**config.mk**
```make
export PLATFORM = sky130hd
export DESIGN_NAME = alu_pkt_ctrl
export DESIGN_NICKNAME = d
export VERILOG_FILES = /design/src/rtl/alu_pkt_ctrl.sv
export SDC_FILE = /design/constraint.sdc
export NUM_CORES = 1
export LEC_CHECK = 0
export CAP_MARGIN = 30
export CORE_MARGIN = 2
export CORE_UTILIZATION = 55
export DETAILED_ROUTE_END_ITERATION = 10
export GPL_ROUTABILITY_DRIVEN = 0
export GPL_TIMING_DRIVEN = 0
export PLACE_DENSITY = 0.69
export SYNTH_ARGS = -nofsm -noshare
export SYNTH_HDL_FRONTEND = slang
export SYNTH_SLANG_ARGS = --single-unit
```
**constraint.sdc**
```tcl
create_clock -name clk_i -period 3.5 [get_ports clk_i]
set_clock_uncertainty 0.05 [all_clocks]
set_input_delay 0.35 -clock clk_i [delete_from_list [all_inputs] [get_ports clk_i]]
set_output_delay 0.35 -clock clk_i [all_outputs]
set_load 0.01 [all_outputs]
```
**src/rtl/alu_pkt_ctrl.sv**
```systemverilog
// Packet sequencer between the UART RX/TX byte streams and a 32-bit ADD/XOR reduction.
// Optional mid-packet idle timeout enabled by defining ALU_PKT_CTRL_TIMEOUT_EN.
module alu_pkt_ctrl #(
  parameter int unsigned TIMEOUT_CYCLES = 1_000_000,
  parameter logic [15:0] MAX_LEN        = 16'hFFFF
) (
  input  logic       clk_i,
  input  logic       rst_i,
  input  logic       rx_valid_i,
  input  logic [7:0] rx_data_i,
  output logic       rx_ready_o,
  output logic       tx_valid_o,
  output logic [7:0] tx_data_o,
  input  logic       tx_ready_i,
  output logic       busy_o,
  output logic       err_o
);

  localparam logic [3:0] S_IDLE    = 4'd0;
  localparam logic [3:0] S_RSVD    = 4'd1;
  localparam logic [3:0] S_LEN_LO  = 4'd2;
  localparam logic [3:0] S_LEN_HI  = 4'd3;
  localparam logic [3:0] S_ECHO    = 4'd4;
  localparam logic [3:0] S_FLUSH   = 4'd5;
  localparam logic [3:0] S_OPERAND = 4'd6;
  localparam logic [3:0] S_RESULT  = 4'd7;
  localparam logic [3:0] S_DRAIN   = 4'd8;

  localparam logic [7:0] OP_ECHO = 8'hEC;
  localparam logic [7:0] OP_ADD  = 8'hA0;
  localparam logic [7:0] OP_XOR  = 8'hA1;

  logic [3:0]  state;
  logic [7:0]  opcode;
  logic [7:0]  len_lo;
  logic [15:0] remain;
  logic [31:0] acc;
  logic [23:0] asm_word;
  logic [1:0]  byte_idx;
  logic [2:0]  res_cnt;
  logic        tx_valid_q;
  logic [7:0]  tx_data_q;
  logic        err_q;

  logic        rx_ready;
  logic        rx_fire;
  logic        tx_fire;
  logic        tx_slot;
  logic        tx_load;
  logic [7:0]  tx_load_data;
  logic [15:0] len_full;
  logic [15:0] payload;
  logic [31:0] operand;
  logic [31:0] folded;
  logic        len_bad;
  logic        op_known;
  logic        tmo_hit;

  always_comb begin
    rx_ready = 1'b0;
    case (state)
      S_IDLE, S_RSVD, S_LEN_LO, S_LEN_HI, S_OPERAND, S_DRAIN: rx_ready = 1'b1;
      S_ECHO:  rx_ready = !tx_valid_q || tx_ready_i;
      default: rx_ready = 1'b0;
    endcase
  end

  assign rx_fire  = rx_valid_i && rx_ready;
  assign tx_fire  = tx_valid_q && tx_ready_i;
  // Register is free this cycle if empty or emptying; allows back-to-back loads.
  assign tx_slot  = !tx_valid_q || tx_fire;

  assign len_full = {rx_data_i, len_lo};
  assign payload  = len_full - 16'd4;
  assign len_bad  = (len_full < 16'd4) || ({1'b0, len_full} > {1'b0, MAX_LEN});
  assign op_known = (opcode == OP_ECHO) || (opcode == OP_ADD) || (opcode == OP_XOR);
  assign operand  = {rx_data_i, asm_word};
  assign folded   = (opcode == OP_ADD) ? (acc + operand) : (acc ^ operand);

  always_comb begin
    tx_load      = 1'b0;
    tx_load_data = rx_data_i;
    if (state == S_ECHO && rx_fire) begin
      tx_load = 1'b1;
    end else if (state == S_RESULT && tx_slot && res_cnt != 3'd4) begin
      tx_load = 1'b1;
      case (res_cnt[1:0])
        2'd0:    tx_load_data = acc[7:0];
        2'd1:    tx_load_data = acc[15:8];
        2'd2:    tx_load_data = acc[23:16];
        default: tx_load_data = acc[31:24];
      endcase
    end
  end

`ifdef ALU_PKT_CTRL_TIMEOUT_EN
  logic [31:0] tmo_cnt;
  logic        tmo_run;

  assign tmo_run = (state != S_IDLE) && (state != S_RESULT) && (state != S_FLUSH);
  assign tmo_hit = tmo_run && !rx_fire && (tmo_cnt == 32'(TIMEOUT_CYCLES - 1));

  always_ff @(posedge clk_i) begin
    if (rst_i || !tmo_run || rx_fire || tmo_hit) begin
      tmo_cnt <= '0;
    end else begin
      tmo_cnt <= tmo_cnt + 32'd1;
    end
  end
`else
  logic unused_timeout;
  assign unused_timeout = (TIMEOUT_CYCLES == 0);
  assign tmo_hit        = 1'b0;
`endif

  always_ff @(posedge clk_i) begin
    if (rst_i) begin
      state      <= S_IDLE;
      opcode     <= '0;
      len_lo     <= '0;
      remain     <= '0;
      acc        <= '0;
      asm_word   <= '0;
      byte_idx   <= '0;
      res_cnt    <= '0;
      tx_valid_q <= 1'b0;
      tx_data_q  <= '0;
      err_q      <= 1'b0;
    end else begin
      err_q <= 1'b0;

      if (tx_load) begin
        tx_data_q  <= tx_load_data;
        tx_valid_q <= 1'b1;
      end else if (tx_fire) begin
        tx_valid_q <= 1'b0;
      end

      if (tx_load && state == S_RESULT) begin
        res_cnt <= res_cnt + 3'd1;
      end

      if (tmo_hit) begin
        state <= S_IDLE;
        err_q <= 1'b1;
      end else begin
        case (state)
          S_IDLE: if (rx_fire) begin
            opcode <= rx_data_i;
            state  <= S_RSVD;
          end
          S_RSVD: if (rx_fire) state <= S_LEN_LO;
          S_LEN_LO: if (rx_fire) begin
            len_lo <= rx_data_i;
            state  <= S_LEN_HI;
          end
          S_LEN_HI: if (rx_fire) begin
            acc      <= '0;
            byte_idx <= '0;
            res_cnt  <= '0;
            remain   <= payload;
            if (len_bad) begin
              err_q <= 1'b1;
              state <= S_IDLE;
            end else if (!op_known) begin
              err_q <= 1'b1;
              state <= (payload != 16'd0) ? S_DRAIN : S_IDLE;
            end else if (payload == 16'd0) begin
              state <= (opcode == OP_ECHO) ? S_IDLE : S_RESULT;
            end else begin
              state <= (opcode == OP_ECHO) ? S_ECHO : S_OPERAND;
            end
          end
          S_ECHO: if (rx_fire) begin
            remain <= remain - 16'd1;
            if (remain == 16'd1) state <= S_FLUSH;
          end
          S_FLUSH: if (tx_slot) state <= S_IDLE;
          S_OPERAND: if (rx_fire) begin
            asm_word <= {rx_data_i, asm_word[23:8]};
            byte_idx <= byte_idx + 2'd1;
            remain   <= remain - 16'd1;
            if (byte_idx == 2'd3) acc <= folded;
            // A trailing partial word means the payload was not a multiple of 4.
            if (remain == 16'd1) begin
              if (byte_idx != 2'd3) begin
                err_q <= 1'b1;
                state <= S_IDLE;
              end else begin
                state <= S_RESULT;
              end
            end
          end
          S_RESULT: if (tx_fire && res_cnt == 3'd4) state <= S_IDLE;
          S_DRAIN: if (rx_fire) begin
            remain <= remain - 16'd1;
            if (remain == 16'd1) state <= S_IDLE;
          end
          default: state <= S_IDLE;
        endcase
      end
    end
  end

  assign rx_ready_o = rx_ready;
  assign tx_valid_o = tx_valid_q;
  assign tx_data_o  = tx_data_q;
  assign busy_o     = (state != S_IDLE);
  assign err_o      = err_q;

endmodule

```
==> metrics.txt <==
status=finished, final reports clean; Post-synth EDFFs=0; fillers=~1.1k; flops & latches, synth=~110; first-pass GRT wire length=~32 mm; Pre-Repair DR Iteration Count=8; Ys Warns=0; Core Box Area=approximately 12000 sq um; most instantiated cells after synthesis=129 x nand2_1, 108 x nor2_1, 107 x dfxtp_1; Post-Syn Area per Cell=~7.6 sq um; drt total wl=20.3 mm; r2r startpoint=acc[0]; count leader, synth=nand2_1; Worst EP arrival=approximately 3.4 ns; Worst-Skew Late Latency=0.36 ns; share of cells above drive strength 1=0.0383; Rows=40; pin count of the biggest net entering global routing=19; postcts setup bufs=0; Port Buffers=21; fmax=between 300 and 400 MHz; worst slew pin tran=between 0.9 and 1 ns; Post-Synth XOR/XNOR Area=0.0576; drt drc=0; startpoint type of the worst setup path=register; final hold slack=about 0.29 ns; maximum vdd drop=0.000241 V; Die Wd=114 microns; Global Route Usage Sum=0.318; post-layout util=0.620; total gr overflow=0; Async SR Flop Fraction=0; synthesized-area fraction occupied by adder cells=0.0778; Max Cap Viol=0; Synth top area share=0.320; Final period util=0.921; post-synth cell types=between 60 and 70; fin crit period=3.22 ns; PnR worst setup slack=about 0.28 ns; Die Ht=114 microns; Min-Delay Path Class=in -> reg; cells taking the most area after synthesis=dfxtp_1 32%, ha_1 7.5%, nand2_1 7.2%; Vias/cell=between 6 and 7; Initial Utilization=0.559; syn_nets=930; PwrDens=~350 nW/um^2; P&R area growth vs syn=10.9%; post-route cell area=approximately 7400 sq um; placed cell area=between 7000 and 8000 sq um; mux cell area share after synthesis=0.0434; Setup TNS Final=0 ns; compound-cell area share of the yosys netlist=0.217; CP Capture Type=register; crit path max fanout=3; routed length per instance=19.1 microns; Mapped Area=around 6700 sq um; Main synth FF type=dfxtp_1; reg2reg path depth=11; Max-Slew Margin vs Limit=0.388; largest family of logic cells by synthesized area=simple AND/OR/NAND/NOR gates; Clock Tree Root=clkbuf_16; setup violators final=0; FF-to-FF End=acc[30]; Worst-path clk slew=0.07 ns; area of the multi-input gates=between 4000 and 5000 sq um; P_leak=~2.8 nW; vias in the first global route=6162; R2R Setup Slk=~0.28 ns; die footprint=13100 sq um; Setup CP Type=reg -> reg; Reg area=roughly 2100 sq um; Simple-Gate Fraction of Synth Area=0.243; nets=about 960; top-level port count=24; H-Tree Level Count=3; RSZ-0062 raised after global routing=false; Worst Path Required=3.69 ns; Seq/Total Area, Yosys=0.320; Vias=between 6k and 7k; Pins Over Slew Limit=0; final hold viol count=0; Worst Setup SP=acc[0]; Post-Synthesis Cells=roughly 880; Num CTS Buffers=9; diodes inserted=0; worst slack, placed=roughly 0.23 ns; area leader, netlist=dfxtp_1; initial drt markers=roughly 720; remaining antenna violation count=0; worst setup path end=acc[30]; clock sink total=roughly 110; initial antenna violation count=0; post-DP HPWL=15.1 mm; Max Buffers Root-to-Sink=2; TritonCTS clock tree=yes
## worst max-delay path: stages (launching register included)
cell       delay [ns]
dfxtp_1          0.34
ha_1             0.24
fa_1             0.40
a21oi_1          0.20
o21ai_0          0.21
a2111oi_2        0.50
nor3_1           0.17
a21oi_1          0.27
o221a_2          0.27
a21o_1           0.15
mux2i_1          0.20
o211ai_1         0.10
## how the worst min path moves through the flow
stage	end	start	cells past startpoint	slack (ns)
3_3_place_gp	asm_word[0]	asm_word[0]	2	0.41
5_1_grt	asm_word[23]	rx_data_i[7]	3	0.29
4_1_cts	asm_word[23]	rx_data_i[7]	3	0.29
2_1_floorplan	asm_word[0]	asm_word[0]	2	0.39
3_5_place_dp	asm_word[4]	asm_word[4]	2	0.41
6_report	asm_word[23]	rx_data_i[7]	3	0.29
## cell usage in the layout (no fill, tap or decap), types with 3 or more instances in the layout
cell type / Yosys / final
o21a_1: 7 / 7
a222oi_1: 8 / 8
a211oi_1: 11 / 11
ha_1: 40 / 40
clkbuf_16: 0 / 9
or3_1: 9 / 9
nand3b_1: 6 / 6
nand4_1: 6 / 6
inv_1: 13 / 13
dfxtp_1: 107 / 107
nor4_1: 9 / 9
nor3b_1: 4 / 4
a31oi_1: 3 / 3
clkbuf_1: 42 / 42
mux2i_1: 29 / 29
a21oi_1: 89 / 89
nor2_1: 108 / 108
o21ai_0: 60 / 60
a21o_1: 11 / 11
o211ai_1: 4 / 4
nand2_1: 129 / 129
o22ai_1: 5 / 5
nor3_1: 31 / 31
nand2b_1: 5 / 5
clkdlybuf4s50_1: 0 / 21
nor2b_1: 12 / 12
nand3_1: 14 / 14
xor2_1: 18 / 18
and2_1: 3 / 3
xnor2_1: 26 / 26
buf_2: 6 / 6
nand4b_1: 3 / 3
a22oi_1: 15 / 15
## sequential cells by signal, summed over array words and instances (netlist names)
signal and cells:
len_lo 8, remain 16, err_o 1, state 4, opcode 8, tx_valid_o 1
asm_word 24, tx_data_o 8, res_cnt 3, byte_idx 2, acc 32
## metal layers
layer / part of all wire / GRT usage / vias to the layer above
met5: 0 / 0 / -
met4: 0.037 / 0.133 / 0
met3: 0.059 / 0.0630 / 48
met2: 0.48 / 0.540 / 246
met1: 0.43 / 0.394 / 3069
li1: - / - / 3201
## final cells by class
class | count | share of cell area
multi-input combinational | 706 | 0.577
buffer | 51 | 0.0297
clock inverter | 7 | 0.0137
tap | 147 | 0.0248
sequential | 107 | 0.289
clock buffer | 9 | 0.0304
timing repair buffer | 21 | 0.0284
inverter | 13 | 0.00658
## metrics by stage
stage               power (W)  cells
CTS                   0.00263   1061
detailed placement    0.00152   1045
global route          0.00270   1061
floorplan             0.00144    877
global placement      0.00151   1045
finish                0.00261   1061
## cells by family (layout without fill, tap and decap cells)
family,Yosys count,count (layout)
compound gates,237,237
xor+xnor,44,44
fa+ha+maj,41,41
buf+inv,64,101
flops,107,107
mux,29,29
simple gates,355,355
## report_power, final
| group | total [W] | internal, W | switching (W) |
|---|---|---|---|
| Combinational | 0.000248 | 0.0000911 | 0.000157 |
| Sequential | 0.00125 | 0.00123 | 0.0000146 |
| Clock | 0.00112 | 0.000632 | 0.000488 |
| Total | 0.00261 | 0.00196 | 0.000659 |
## timing repair
item / 4_1_cts / 5_1_grt
hold endpoints to repair: 0 / 0
resized for setup: 0 / 1
hold buffers: 0 / 0
endpoints found under the setup margin: 0 / 2
(Power assumes the default switching activity.)
